[config.mk]
export PLATFORM = sky130hd
export DESIGN_NAME = frame_guard
export DESIGN_NICKNAME = d
export VERILOG_FILES = /design/src/rtl/frame_guard.sv
export SDC_FILE = /design/constraint.sdc
export NUM_CORES = 1
export LEC_CHECK = 0
export CAP_MARGIN = 20
export CORE_AREA = 2 2 197 199
export CTS_CLUSTER_DIAMETER = 150
export DETAILED_ROUTE_END_ITERATION = 10
export DIE_AREA = 0 0 199 201
export PLACE_DENSITY = 0.59
export SLEW_MARGIN = 20
export SYNTH_ARGS = -nofsm -noshare
export SYNTH_HDL_FRONTEND = slang
export SYNTH_SLANG_ARGS = --single-unit
[constraint.sdc]
create_clock -name clk -period 6.1 [get_ports clk]
set_clock_uncertainty 0.2 [all_clocks]
set_input_delay 0.61 -clock clk [delete_from_list [all_inputs] [get_ports clk]]
set_output_delay 0.61 -clock clk [all_outputs]
set_load 0.03 [all_outputs]
[src/rtl/frame_guard.sv]
// frame_guard: validates SPI host frames, commits payload atomically and gates run_en via an IDLE/RUN/FAULT watchdog
module frame_guard #(
    parameter logic [31:0] TIMEOUT  = 32'd2981200,
    parameter int unsigned FRAME_W  = 240,
    parameter logic [31:0] MSGID    = 32'h74697277,
    parameter int unsigned NRECOVER = 2
) (
    input  logic                 clk,
    input  logic                 rst_n,
    input  logic                 sync,
    input  logic [FRAME_W-1:0]   rx_data,
    input  logic                 estop_in,
    output logic [FRAME_W-33:0]  payload,
    output logic                 run_en,
    output logic                 error,
    output logic [1:0]           state,
    output logic [31:0]          header_tx,
    output logic [15:0]          frame_cnt,
    output logic [7:0]           bad_cnt
);
    typedef enum logic [1:0] {IDLE = 2'd0, RUN = 2'd1, FAULT = 2'd2} state_t;
    localparam logic [31:0] HDR_ESTP = 32'h65737470;
    localparam logic [31:0] HDR_DATA = 32'h64617461;

    logic [2:0]          sync_q, sync_d, estop_q, estop_d;
    logic                good_q, good_d, bad_q, bad_d;
    logic [FRAME_W-33:0] payload_q, payload_d;
    logic [15:0]         frame_cnt_q, frame_cnt_d;
    logic [7:0]          bad_cnt_q, bad_cnt_d;
    logic [31:0]         tmo_q, tmo_d;
    logic [7:0]          ok_q, ok_d;
    state_t              state_q, state_d;
    logic                run_q, run_d;
    logic [31:0]         hdr_tx_q, hdr_tx_d;
    logic [31:0]         hdr;
    logic                sync_edge, estop, timeout;

    always_comb begin
        hdr         = {rx_data[FRAME_W-25:FRAME_W-32], rx_data[FRAME_W-17:FRAME_W-24],
                       rx_data[FRAME_W-9:FRAME_W-16], rx_data[FRAME_W-1:FRAME_W-8]};
        sync_edge   = sync_q[2:1] == 2'b01;
        estop       = estop_q[2];
        // a frame landing on the terminal count beats the timeout
        timeout     = (tmo_q == TIMEOUT) && !good_q;
        sync_d      = {sync_q[1:0], sync};
        estop_d     = {estop_q[1:0], estop_in};
        good_d      = sync_edge && (hdr == MSGID);
        bad_d       = sync_edge && (hdr != MSGID);
        payload_d   = good_q ? rx_data[FRAME_W-33:0] : payload_q;
        frame_cnt_d = frame_cnt_q + 16'(good_q);
        bad_cnt_d   = (bad_q && bad_cnt_q != 8'hFF) ? bad_cnt_q + 8'd1 : bad_cnt_q;
        tmo_d       = good_q ? 32'd0 : (tmo_q < TIMEOUT ? tmo_q + 32'd1 : tmo_q);
        hdr_tx_d    = estop ? HDR_ESTP : HDR_DATA;
        state_d     = state_q;
        ok_d        = ok_q;
        if (estop) begin
            state_d = FAULT;
            ok_d    = 8'd0;
        end else if (state_q == IDLE) begin
            state_d = good_q ? RUN : IDLE;
        end else if (state_q == RUN) begin
            state_d = timeout ? FAULT : RUN;
        end else begin
            ok_d = (bad_q || timeout) ? 8'd0 : ok_q + 8'(good_q);
            if (good_q && (32'(ok_q) + 32'd1 >= NRECOVER)) begin
                state_d = RUN;
                ok_d    = 8'd0;
            end
        end
        run_d = state_d == RUN;
    end

    always_ff @(posedge clk or negedge rst_n) begin
        if (!rst_n) begin
            sync_q      <= 3'd0;
            estop_q     <= 3'd0;
            good_q      <= 1'b0;
            bad_q       <= 1'b0;
            payload_q   <= '0;
            frame_cnt_q <= 16'd0;
            bad_cnt_q   <= 8'd0;
            tmo_q       <= 32'd0;
            ok_q        <= 8'd0;
            state_q     <= IDLE;
            run_q       <= 1'b0;
            hdr_tx_q    <= HDR_DATA;
        end else begin
            sync_q      <= sync_d;
            estop_q     <= estop_d;
            good_q      <= good_d;
            bad_q       <= bad_d;
            payload_q   <= payload_d;
            frame_cnt_q <= frame_cnt_d;
            bad_cnt_q   <= bad_cnt_d;
            tmo_q       <= tmo_d;
            ok_q        <= ok_d;
            state_q     <= state_d;
            run_q       <= run_d;
            hdr_tx_q    <= hdr_tx_d;
        end
    end

    assign payload   = payload_q;
    assign run_en    = run_q;
    assign error     = ~run_q;
    assign state     = state_q;
    assign header_tx = hdr_tx_q;
    assign frame_cnt = frame_cnt_q;
    assign bad_cnt   = bad_cnt_q;
endmodule

; ---- Word level (Yosys, flattened, before mapping)
; Index checks and enable logic that the tools add are counted.
[totals]
reg_bits = 313
input_bits = 244
out_inout_bits = 268
word_cells = 53
[classes]
add_sub_neg = 5
n_lt_le_gt_ge = 2
eq_ne = 9
muxes = 14
bitwise_logic = 1
n_reduce_logical = 10
[ops]
columns = operator, count
row1 = 32-bit two-way mux, 2
row2 = 8-bit two-way mux, 5
row3 = "32-bit by 1-bit adder with 32-bit output, second input constant", 1
row4 = "32-bit by 22-bit == test with 1-bit output, second input constant", 1
row5 = "32-bit by 31-bit == test with 1-bit output, second input constant", 1
row6 = "32-bit by 22-bit less-than comparator with 1-bit output, second input constant", 1
row7 = "32-bit by 31-bit inequality test with 1-bit output, second input constant", 1
row8 = 25-bit two-way mux, 1
row9 = 16-bit by 1-bit adder with 16-bit output, 1
row10 = 2-bit two-way mux, 5
row11 = "8-bit by 1-bit adder with 9-bit output, second input constant", 1
row12 = "9-bit by 2-bit >= comparator with 1-bit output, second input constant", 1
row13 = 8-bit by 1-bit adder with 8-bit output, 1
row14 = "8-bit by 1-bit adder with 8-bit output, second input constant", 1
row15 = "8-bit inequality test, second input constant", 1
row16 = "2-bit by 1-bit == test with 1-bit output, second input constant", 3
row17 = 1-bit logical AND, 5
row18 = "2-bit inequality test, second input constant", 2
row19 = 2-bit logical NOT, 1
row20 = 2-bit AND reduction, 1
row21 = 2-bit nonzero test, 1
row22 = 1-bit logical NOT, 1
row23 = 1-bit logical OR, 1
row24 = 1-bit two-way mux, 1
row25 = 1-bit inverter, 1

; ---- Longest topological paths before layout
[depth]
ltp_word = 8
ltp_mapped = 8
depth_no_buf = 7

; ---- Worst setup path after synthesis
; Ideal clock, no wire load.
[synth_path]
path_kind = reg-to-reg
startpoint = reg tmo_q[0]
endpoint = reg ok_q[3]
setup_ns = 0.121
arrival_ns = 1.847
slack_ns = 3.932
path_stages_with_launch = 9
path_buffers = 1
synth_period_minus_slack_ns = 2.168
cell_sequence = dfrtp_1 -> inv_1 -> ha_1 -> nand4_1 -> or4_1 -> or3_1 -> buf_6 -> and3_4 -> a22o_1
[synth_between]
elab_chain_cells = 8
[synth_lines]
columns = element, line_no
row1 = start: declaration, 30  ; logic [31:0] tmo_q, tmo_d;
row2 = start signal: assignment, 95  ; tmo_q <= tmo_d;
row3 = 32-bit by 22-bit == test with 1-bit output, 44  ; timeout = (tmo_q == TIMEOUT) && !good_q;
row4 = 1-bit logical AND, 44
row5 = 1-bit logical OR, 64  ; ok_d = (bad_q || timeout) ? 8'd0 : ok_q + 8'(good_q);
row6 = 8-bit two-way mux, 64
row7 = 8-bit two-way mux, 65  ; if (good_q && (32'(ok_q) + 32'd1 >= NRECOVER)) begin
row8 = 8-bit two-way mux, 61  ; end else if (state_q == RUN) begin
row9 = 8-bit two-way mux, 59  ; end else if (state_q == IDLE) begin
row10 = 8-bit two-way mux, 56  ; if (estop) begin
row11 = end signal: assignment, 96  ; ok_q <= ok_d;
row12 = end: declaration, 31  ; logic [7:0] ok_q, ok_d;
; No other way between the ends. The select of a mux whose other input is x is not followed.
; A chain may end at the register's enable or synchronous reset.

; ---- Final worst setup path
[layout_path]
startpoint = reg good_q
endpoint = reg payload_q[0], in the netlist payload[0]
[layout_lines]
columns = element, line_no
row1 = start: declaration, 26  ; logic good_q, good_d, bad_q, bad_d;
row2 = start signal: assignment, 90  ; good_q <= good_d;
row3 = end signal: assignment, 92  ; payload_q <= payload_d;
row4 = end: declaration, 27  ; logic [FRAME_W-33:0] payload_q, payload_d;
; No word-level cell between the ends.

==> out/metrics.cfg <==
[worst_setup_path]
worst-setup-path-type = register to register
r2r_end = payload[0]
cp.required_ns = 6.29
slowest_stage = dfrtp_4
reg2reg_from = good_q
path_max_fanout = 162
arrival_ns = 3.23
cp-end-kind = register
r2r_setup_slack_ns = 3.07
cp-start-kind = register
path_cells = buf_4, buf_12, mux2_2
worstRegToRegCells = 3
cpPeakStageDelay_ns = 0.81

[clock_network]
clock-sinks = 285
cts_buffer_depth = 3
path_clk_slew_ns = 0.06
cts_buffers = 35
htree_num_levels = 2
cts_tree = done
clock_latency_ns = 0.52
post_cts_buffers = 0
cts_root_buf = clkbuf_16

[finish]
syn2layout_area_growth_pct = 54.7
ff_latch_area_um2 = 7140
layout-drive-gt1-share_pct = 20.7
fin_nets = 1567
nFillCells = 3469
utilization_pct = 47.3
multi_input_area_um2 = 4190

[power_and_ir_drop]
peakVddDrop_mv = 0.176
p_leak_uw = 0.00806
powerDensity_nw_per_um2 = 237

[floorplanning]
start_util_pct = 30.6
pin_count = 512
die_y_um = 201
die_x_um = 199
rows = 72
fp.coreArea_um2 = 38100
die-area_um2 = 40000

[global_routing]
antenna_found_initial = 2
grt_pass1_vias = 8969
use_met1_pct = 19.2
met2_usage_pct = 27.8
grt_usage_pct = 16.4
grtUsageMet3_pct = 5.59
grt.overflow.total = 0
grt_pass1_wl_um = 51100
busiest_layer = met2
grt_max_degree = 163

[timing]
fmax_mhz = 330
setup_viol = 0
min_period_over_period_pct = 49.7
fin_crit_ns = 3.03
grt_setup_unrepaired = no
hold_viol_final = 0
setup_tns_ns = 0
relSlewSlack_pct = 34.5
slew_viol_final = 0
worstMarginPinSlew_ns = 0.983

[synth]
async_flop_share_pct = 100
syn_area_um2 = 11600
synth_edf_count = 0
ys_seq_elements = 285
syn_inst = 832
ys_seq_area_share_pct = 61.3
yosys_warnings = 0
synth_area_leaders = dfrtp_1, mux2_2, buf_4
yosysTopAreaCellShare_pct = 61.0
synth_cell_types = 56
synth_area_per_cell_um2 = 14.0
yosysTopAreaCell = dfrtp_1
synth-main-ff-cell = dfrtp_1

[drt]
drtAntennaViolNets = 0
finalWirelength_um = 33000
drcViolationCount = 0
post_drt_wl_per_cell_um = 17.8
firstDrtPassIters = 4
vias = 8412
drt-vias-per-instance = 4.53
drtIter0Drc = 349

[worst_hold_path]
holdPathStages = 0
worstHoldStart = estop_q[1]
min_path_type = register to register
holdPathEnd = estop_q[2]

[job]
cap_violations = 0

[place]
place_congestion = 0.787
hpwl_um = 23900
placement.io_buffers = 484

[run_status]
outcome = finished clean

critical path, delay by kind of cell (launching register included):
| kind | cells | cell delay (ns) |
|---|---|---|
| muxes | 1 | 0.42 |
| buffers and inverters | 2 | 1.13 |
| DFF | 1 | 0.81 |
layer usage:
layer | up-vias | routed length [um]
met5 | - | 0
met4 | 0 | 861
met3 | 52 | 2910
met2 | 323 | 16100
met1 | 4153 | 13100
li1 | 3884 | -
sequential cells by signal (all words and copies together), names as in the netlist:
signal / count
bad_cnt: 8
bad_q: 1
estop_q: 3
frame_cnt: 16
good_q: 1
header_tx: 2
ok_q: 8
payload: 208
run_en: 1
state: 2
sync_q: 3
tmo_q: 32
placed cells by master (no fill, tap or decap), drive strengths merged, types with 2 or more instances in the layout:
| master | n |
|---|---|
| nor3 | 6 |
| o21ba | 2 |
| clkinv | 4 |
| and3 | 9 |
| nand2b | 2 |
| nor4b | 2 |
| nor4 | 8 |
| a211oi | 2 |
| mux2i | 2 |
| a22o | 3 |
| conb | 27 |
| buf | 5 |
| and4 | 3 |
| clkdlybuf4s50 | 483 |
| nand4b | 3 |
| a21oi | 19 |
| inv | 9 |
| dfrtp | 284 |
| mux2 | 210 |
| nor2 | 20 |
| xnor2 | 17 |
| nor4bb | 5 |
| or4 | 14 |
| nor2b | 15 |
| xor2 | 9 |
| nand2 | 28 |
| a41oi | 2 |
| o211ai | 2 |
| clkbuf | 57 |
| o31ai | 11 |
| diode | 2 |
| nand3 | 21 |
| nand4 | 20 |
| or3 | 6 |
| ha | 9 |
| o21ai | 8 |
final cells by class:
cell class | count | share of cell area [%]
antenna | 2 | 0.0278
clock buffer | 57 | 5.89
clock inverter | 5 | 0.153
inverter | 9 | 0.188
multi-input combinational | 494 | 23.2
sequential | 285 | 39.6
tap | 518 | 3.60
timing repair buffer | 489 | 27.3
synth_stat cells (2+ instances only):
| cell type | n |
|---|---|
| a21oi_1 | 19 |
| a22o_1 | 3 |
| a41oi_1 | 2 |
| and3_1 | 8 |
| and4_1 | 2 |
| buf_2 | 5 |
| buf_4 | 32 |
| buf_6 | 2 |
| clkbuf_1 | 29 |
| conb_1 | 2 |
| dfrtp_1 | 284 |
| ha_1 | 9 |
| inv_1 | 8 |
| mux2_2 | 210 |
| mux2i_1 | 2 |
| nand2_1 | 28 |
| nand2b_1 | 2 |
| nand3_1 | 20 |
| nand4_1 | 20 |
| nand4b_1 | 3 |
| nor2_1 | 20 |
| nor2b_1 | 15 |
| nor3_1 | 5 |
| nor4_1 | 6 |
| nor4_2 | 2 |
| nor4b_1 | 2 |
| nor4bb_1 | 5 |
| o211ai_1 | 2 |
| o21ai_0 | 8 |
| o31ai_1 | 11 |
| or3_1 | 5 |
| or4_1 | 13 |
| xnor2_1 | 17 |
| xor2_1 | 9 |
per-stage QoR:
step                      setup slack [ns]  instance area (um2)  hold slack (ns)  total power, uW  instances
after floorplan                       3.93                11700            0.114             2080        857
after detailed placement              3.06                16900            0.136             2330       1794
after global routing                  2.91                18000            0.153             4450       1859
final                                 3.07                18000            0.148             4270       1859
after CTS                             3.04                18000            0.147             4350       1857
after global placement                3.08                16900            0.136             2330       1794
cell families (layout without fill, tap and decap cells):
| family | Yosys count | in the layout | share of synthesized area, % |
|---|---|---|---|
| DFF | 285 | 285 | 61.3 |
| xor gates and xnor gates | 26 | 26 | 1.96 |
| other | 2 | 29 | 0.0645 |
| buffers and inverters | 78 | 560 | 3.73 |
| and+or+nand+nor | 163 | 163 | 8.22 |
| muxes | 212 | 212 | 20.5 |
| adders and majority gates | 9 | 9 | 0.967 |
| AOI/OAI and AO/OA | 57 | 57 | 3.31 |
worst max-delay path by stage:
stage	from	to	cells after the start	slack (ns)
6_report	good_q	payload[0]	3	3.07
5_1_grt	good_q	payload[0]	3	2.91
4_1_cts	good_q	payload[25]	3	3.04
3_5_place_dp	good_q	payload[186]	3	3.06
3_3_place_gp	good_q	payload[192]	3	3.08
2_1_floorplan	tmo_q[0]	ok_q[3]	8	3.93
power breakdown:
group	internal (uW)	switching, uW
Sequential	1910	29.3
Clock	1190	792
Combinational	192	154
timing repair:
action                                 4_1_cts  5_1_grt
resized for setup                            0        0
endpoints found under the hold margin       59        0
setup endpoints to repair                    0        0
hold buffers                                 1        0
Power figures use the tool's default switching activity.
==> edit 1, RTL diff (same settings) <==
`FRAME_W`: 240 -> 120.
--- a/src/rtl/frame_guard.sv
+++ b/src/rtl/frame_guard.sv
@@ -1,7 +1,7 @@
 // frame_guard: validates SPI host frames, commits payload atomically and gates run_en via an IDLE/RUN/FAULT watchdog
 module frame_guard #(
     parameter logic [31:0] TIMEOUT  = 32'd2981200,
-    parameter int unsigned FRAME_W  = 240,
+    parameter int unsigned FRAME_W  = 120,
     parameter logic [31:0] MSGID    = 32'h74697277,
     parameter int unsigned NRECOVER = 2
 ) (
Interface: changed (resized payload and rx_data); port bits go from 512 to 272. No check against the original RTL was run, so the function may have changed too.
==> edit 1 against the unedited design <==
Critical path depth grew 2; sequential cell count shrank 120; final cell count down 28%; combinational power decreased by 34%; cell area fell by 41%; sequential power decreased by 41%; core utilization decreased by 19 points; die area unchanged; synthesized area is 38% lower; maximum frequency grew 14%; worst setup slack better by 0.38 ns; worst hold slack got worse by 0.11 ns; wire length fell by 46%; total power fell by 44%; critical path type unchanged; largest power group is now registers; highest routed layer unchanged.
==> edit 1: results (changes against the unedited design) <==
outcome - completed
CTS Buffer Depth - 2 (-1)
CP max stage cell - or3_1
Final #Nets - 947 (-40%)
Final HPWL DP - 12800 um (-47%)
CP arrival - 2.79 ns (-0.44 ns)
P_leak - 4.60 nW (-43%)
WL met2 - 8390 um (-48%)
number of non-clock inverters - 11 (+2)
register area share after synthesis - 57.5% (-3.8 points)
Relative slew margins - 36.7% (+2.2 points)
top post-synthesis cells by count - 164 x dfrtp_1, 88 x mux2_2, 30 x buf_4, 30 x nand2_1, 23 x nor2_1
DR WL met3 - 1220 um (-58%)
GPL Wtd Cong - 0.769 (-2.3%)
clk cell area share - 5.20% (-0.84 points)
maximum fanout along the worst path - 11 (-93%)
NonClk Buf Share - 23.2% (-4.1 points)
WL met1 - 7860 um (-40%)
initial antenna violation count - 0 (-2)
Synth area leaders - dfrtp_1 57%, mux2_2 14%, buf_4 3.1%
switching share of power - 26.1% (+3.2 points)
HP Class - in -> async
delay of the slowest critical-path stage - 0.58 ns (-0.23 ns)
Mean Syn Cell Area - 12.6 um2 (-10%)
Clock Latency Late Sink - 0.43 ns (-0.09 ns)
fraction of layout cells with a size suffix above 1 - 16.3% (-4.3 points)
clock buffer count from CTS - 17 (-51%)
pre-CTS setup slack - 3.49 ns (+0.426 ns)
number of global-route vias before repair - 5528 (-38%)
final wirelength - 17700 um (-46%)
Non-clk bufs - 248 (-49%)
n_diodes - 0 (-2)
filler instances - 3942 (+14%)
first-pass GRT wire length - 29200 um (-43%)
Multi-In Gates - 371 (-25%)
storage element area - 4130 um2 (-42%)
CTS sink cnt - 165 (-42%)
H-tree levels - 4 (+2)
fraction of area in multi-input gates - 26.3% (+3.1 points)
initial drt markers - 205 (-41%)
max FFs per register - 88 (-58%)
largest net degree at the start of global routing - 98 (-40%)
-- edit 1: changes by cell type after synthesis, sizes merged, moves of 6 or more --
| cell | change |
|---|---|
| dfrtp | -120 |
| clkbuf | -14 |
| mux2 | -117 |
| buf | -6 |
-- edit 1: final timing paths --
kind                            startpoint             to  slack (ns)  depth (start not counted)
worst max register to register   tmo_q[26]      tmo_q[10]        3.45                          5
min in group clk                estop_q[0]     estop_q[1]        0.15                          0
max in group asynchronous            rst_n         good_q        4.41                          2
worst min-delay path                 rst_n  frame_cnt[14]        0.04                          1
worst min register to register  estop_q[0]     estop_q[1]        0.15                          0
worst max-delay path             tmo_q[26]      tmo_q[10]        3.45                          5
-- edit 1: routing by layer --
layer	vias to the layer above	global-route usage [%]
li1	2463	-
met1	2615	11.5
met2	153	14.8
met3	18	3.71
met4	0	2.43
met5	-	0
-- edit 1: cells by family after synthesis --
kind of cell / Yosys count / share of synthesized area [%]
AOI/OAI and AO/OA: 50 / 4.55
xor gates and xnor gates: 24 / 2.93
adders and majority gates: 9 / 1.57
buffers and inverters: 60 / 4.76
DFF: 165 / 57.5
muxes: 95 / 14.9
other: 2 / 0.105
and+or+nand+nor: 166 / 13.7
-- edit 1: metrics by stage --
step,util [%],instances
2_1_floorplan,-,596
3_3_place_gp,26.5,1313
3_5_place_dp,26.5,1313
4_1_cts,28.0,1344
5_1_grt,28.0,1344
6_report,28.0,1344
-- edit 1: power by group through the flow --
| stage | clock (W) | sequential, W | combinational (W) |
|---|---|---|---|
| finish | 0.00104 | 0.00114 | 0.000230 |
| global route | 0.00114 | 0.00114 | 0.000251 |
| global placement | 0 | 0.00116 | 0.000229 |
| CTS | 0.00109 | 0.00114 | 0.000234 |
| floorplan | 0 | 0.00119 | 0.0000674 |
| detailed placement | 0 | 0.00116 | 0.000233 |
==> edit 2, RTL diff (same settings) <==
Made on the original files. Take the reset off `payload_q` and load it in a clocked block of its own.
--- a/src/rtl/frame_guard.sv
+++ b/src/rtl/frame_guard.sv
@@ -76,7 +76,6 @@
             estop_q     <= 3'd0;
             good_q      <= 1'b0;
             bad_q       <= 1'b0;
-            payload_q   <= '0;
             frame_cnt_q <= 16'd0;
             bad_cnt_q   <= 8'd0;
             tmo_q       <= 32'd0;
@@ -89,7 +88,6 @@
             estop_q     <= estop_d;
             good_q      <= good_d;
             bad_q       <= bad_d;
-            payload_q   <= payload_d;
             frame_cnt_q <= frame_cnt_d;
             bad_cnt_q   <= bad_cnt_d;
             tmo_q       <= tmo_d;
@@ -98,6 +96,10 @@
             run_q       <= run_d;
             hdr_tx_q    <= hdr_tx_d;
         end
+    end
+
+    always_ff @(posedge clk) begin
+        payload_q <= payload_d;
     end
 
     assign payload   = payload_q;
Check against the original RTL: differs if rst_n is asserted again (counterexample within 10 cycles, from zero or initial values and one cycle with rst_n low); with rst_n held inactive, the same outputs for 10 cycles.
==> edit 2 against the unedited design <==
Cell area is 7.3% lower; synthesized cell count shrank 29%; final cell count fell by 11%; sequential cell count is the same; wire length is 3.2% lower; global-route usage shrank 0.84 points; synthesized area is 12% lower; sequential share of layout area rose by 9.4 points; total power is 4.2% higher; worst setup slack improved by 0.018 ns; core utilization fell by 3.4 points; critical path type unchanged; critical endpoint is now tmo_q[18].
==> edit 2: results (changes against the unedited design) <==
Reg clk slew, reported paths - 0.06 ns (about the same)
final wirelength - 32000 um (-3.2%)
switching share of power - 21.3% (-1.6 points)
filler instances - 3454 (-0.43%)
H-tree levels - 2 (unchanged)
CP arrival - 3.20 ns (-0.03 ns)
Post-synth ARST share - 27.0% (-73 points)
clock buffer count from CTS - 35 (unchanged)
Placed Area - 15600 um2 (-8.0%)
number of global-route vias before repair - 6842 (-24%)
maximum fanout along the worst path - 11 (-93%)
All-Layer GR Usage - 15.5% (-0.84 points)
first-pass iteration count of the detailed router - 4 (unchanged)
register area share after synthesis - 80.1% (+19 points)
vias per cell - 4.13 (-8.8%)
initial antenna violation count - 7 (+5)
first-pass GRT wire length - 45300 um (-11%)
fraction of layout cells with a size suffix above 1 - 6.47% (-14 points)
Synth area leaders - edfxtp_1 61%, dfrtp_1 19%, buf_4 2.2%
hold path start - estop_q[0]
largest net degree at the start of global routing - 184 (+13%)
FF-to-FF End - tmo_q[18]
top post-synthesis cells by count - 208 x edfxtp_1, 76 x dfrtp_1, 30 x buf_4, 24 x nand2_1, 24 x nor2_1
Max Cap Viol - 0 (unchanged)
HP Class - reg -> reg
final hold violation count - 0 (unchanged)
synth warn - 0 (unchanged)
WHS Path Cells - 0 (unchanged)
Worst Max-Slew Pin Slew - 0.967 ns (-0.0166 ns)
Critical R2R Launch - tmo_q[26]
initial drt markers - 359 (+2.9%)
Hold Crit Endpoint - estop_q[1]
max FFs per register - 208 (unchanged)
Clock Root Buffer - clkbuf_16
outcome - completed
VDD IR-drop max - 0.260 mV (+47%)
P_leak - 6.08 nW (-25%)
Final #Nets - 1356 (-13%)
CTS Buffer Depth - 3 (unchanged)
Clock Latency Late Sink - 0.52 ns (about the same)
setup slack, reg-to-reg - 3.08 ns (+0.02 ns)
post-synth cell types - 55 (-1.8%)
reg2reg path depth - 5 (+2)
Post-synth EDFFs - 208 (+208)
Final HPWL DP - 25000 um (+4.6%)
GPL Wtd Cong - 0.809 (+2.8%)
I/O Buffers - 484 (unchanged)
==> edit 2: cell types whose count changed after synthesis, sizes merged, moves of 5 or more <==
cell	delta
buf	-8
clkbuf	-22
dfrtp	-208
edfxtp	+208
mux2	-203
nand4	-7
nor4	-6
o31ai	-5
==> edit 2: per-stage QoR <==
stage                     instances  util [%]  hold WS, ns
final                          1652      43.8        0.151
after floorplan                 618         -        0.114
after global placement         1583      40.8        0.139
after CTS                      1645      43.7       0.0856
after global routing           1652      43.8        0.167
after detailed placement       1583      40.8        0.140
==> edit 2: cell families (layout without fill, tap and decap cells) <==
kind of cell    Yosys count  in the layout  synth area share (%)
xor+xnor                 23             23                  1.97
buf+inv                  51            561                  3.07
mux                       9              9                 0.969
simple gates            163            163                  9.28
flops                   285            285                  80.1
other cells               2             33                0.0736
compound gates           51             51                  3.43
fa+ha+maj                 9              9                  1.10
==> edit 2: critical path, stage by stage (launching register included) <==
cell,delay (ns)
dfrtp_1,0.37
or4_4,0.56
a2111oi_4,0.62
nand3_1,0.41
nor4b_1,0.38
mux2_1,0.35
==> edit 2: routing by layer <==
layer	track usage [%]	routed length (um)	vias up
li1	-	-	3205
met3	5.01	2650	47
met1	17.5	11900	3279
met4	6.10	752	2
met5	0	11	-
met2	27.1	16600	285
==> edit 2: repair_timing <==
| item | in CTS | in global routing |
|---|---|---|
| hold buffers | 0 | 1 |
| endpoints found under the setup margin | 0 | 0 |
| resized for setup | 0 | 0 |
| setup buffers | 0 | 0 |
| endpoints found under the hold margin | 0 | 36 |
==> edit 2: power by group through the flow <==
stage	Clock, W	Combinational [W]	Sequential, W
finish	0.00200	0.000310	0.00214
global route	0.00215	0.000332	0.00214
CTS	0.00207	0.000313	0.00214
detailed placement	0	0.000311	0.00217
global placement	0	0.000304	0.00217
floorplan	0	0.0000701	0.00221
==> edit 2: area by class of cell <==
type,instances,area (um2),area share (%)
sequential,285,8180,49.0
tap,518,648,3.88
clock inverter,16,150,0.899
multi-input combinational,282,1810,10.8
timing repair buffer,487,4880,29.2
antenna,6,15.0,0.0899
clock buffer,46,968,5.80
inverter,12,45.0,0.270
==> edit 2: how the worst max path moves through the flow <==
stage                          from             to  slack, ns  cells past startpoint
after floorplan              good_q  frame_cnt[14]       1.85                      6
after global placement    tmo_q[26]      tmo_q[18]       3.18                      5
after detailed placement  tmo_q[26]      tmo_q[18]       3.11                      5
after CTS                 tmo_q[26]      tmo_q[18]       3.10                      5
after global routing      tmo_q[26]      tmo_q[18]       2.96                      5
final                     tmo_q[26]      tmo_q[18]       3.08                      5
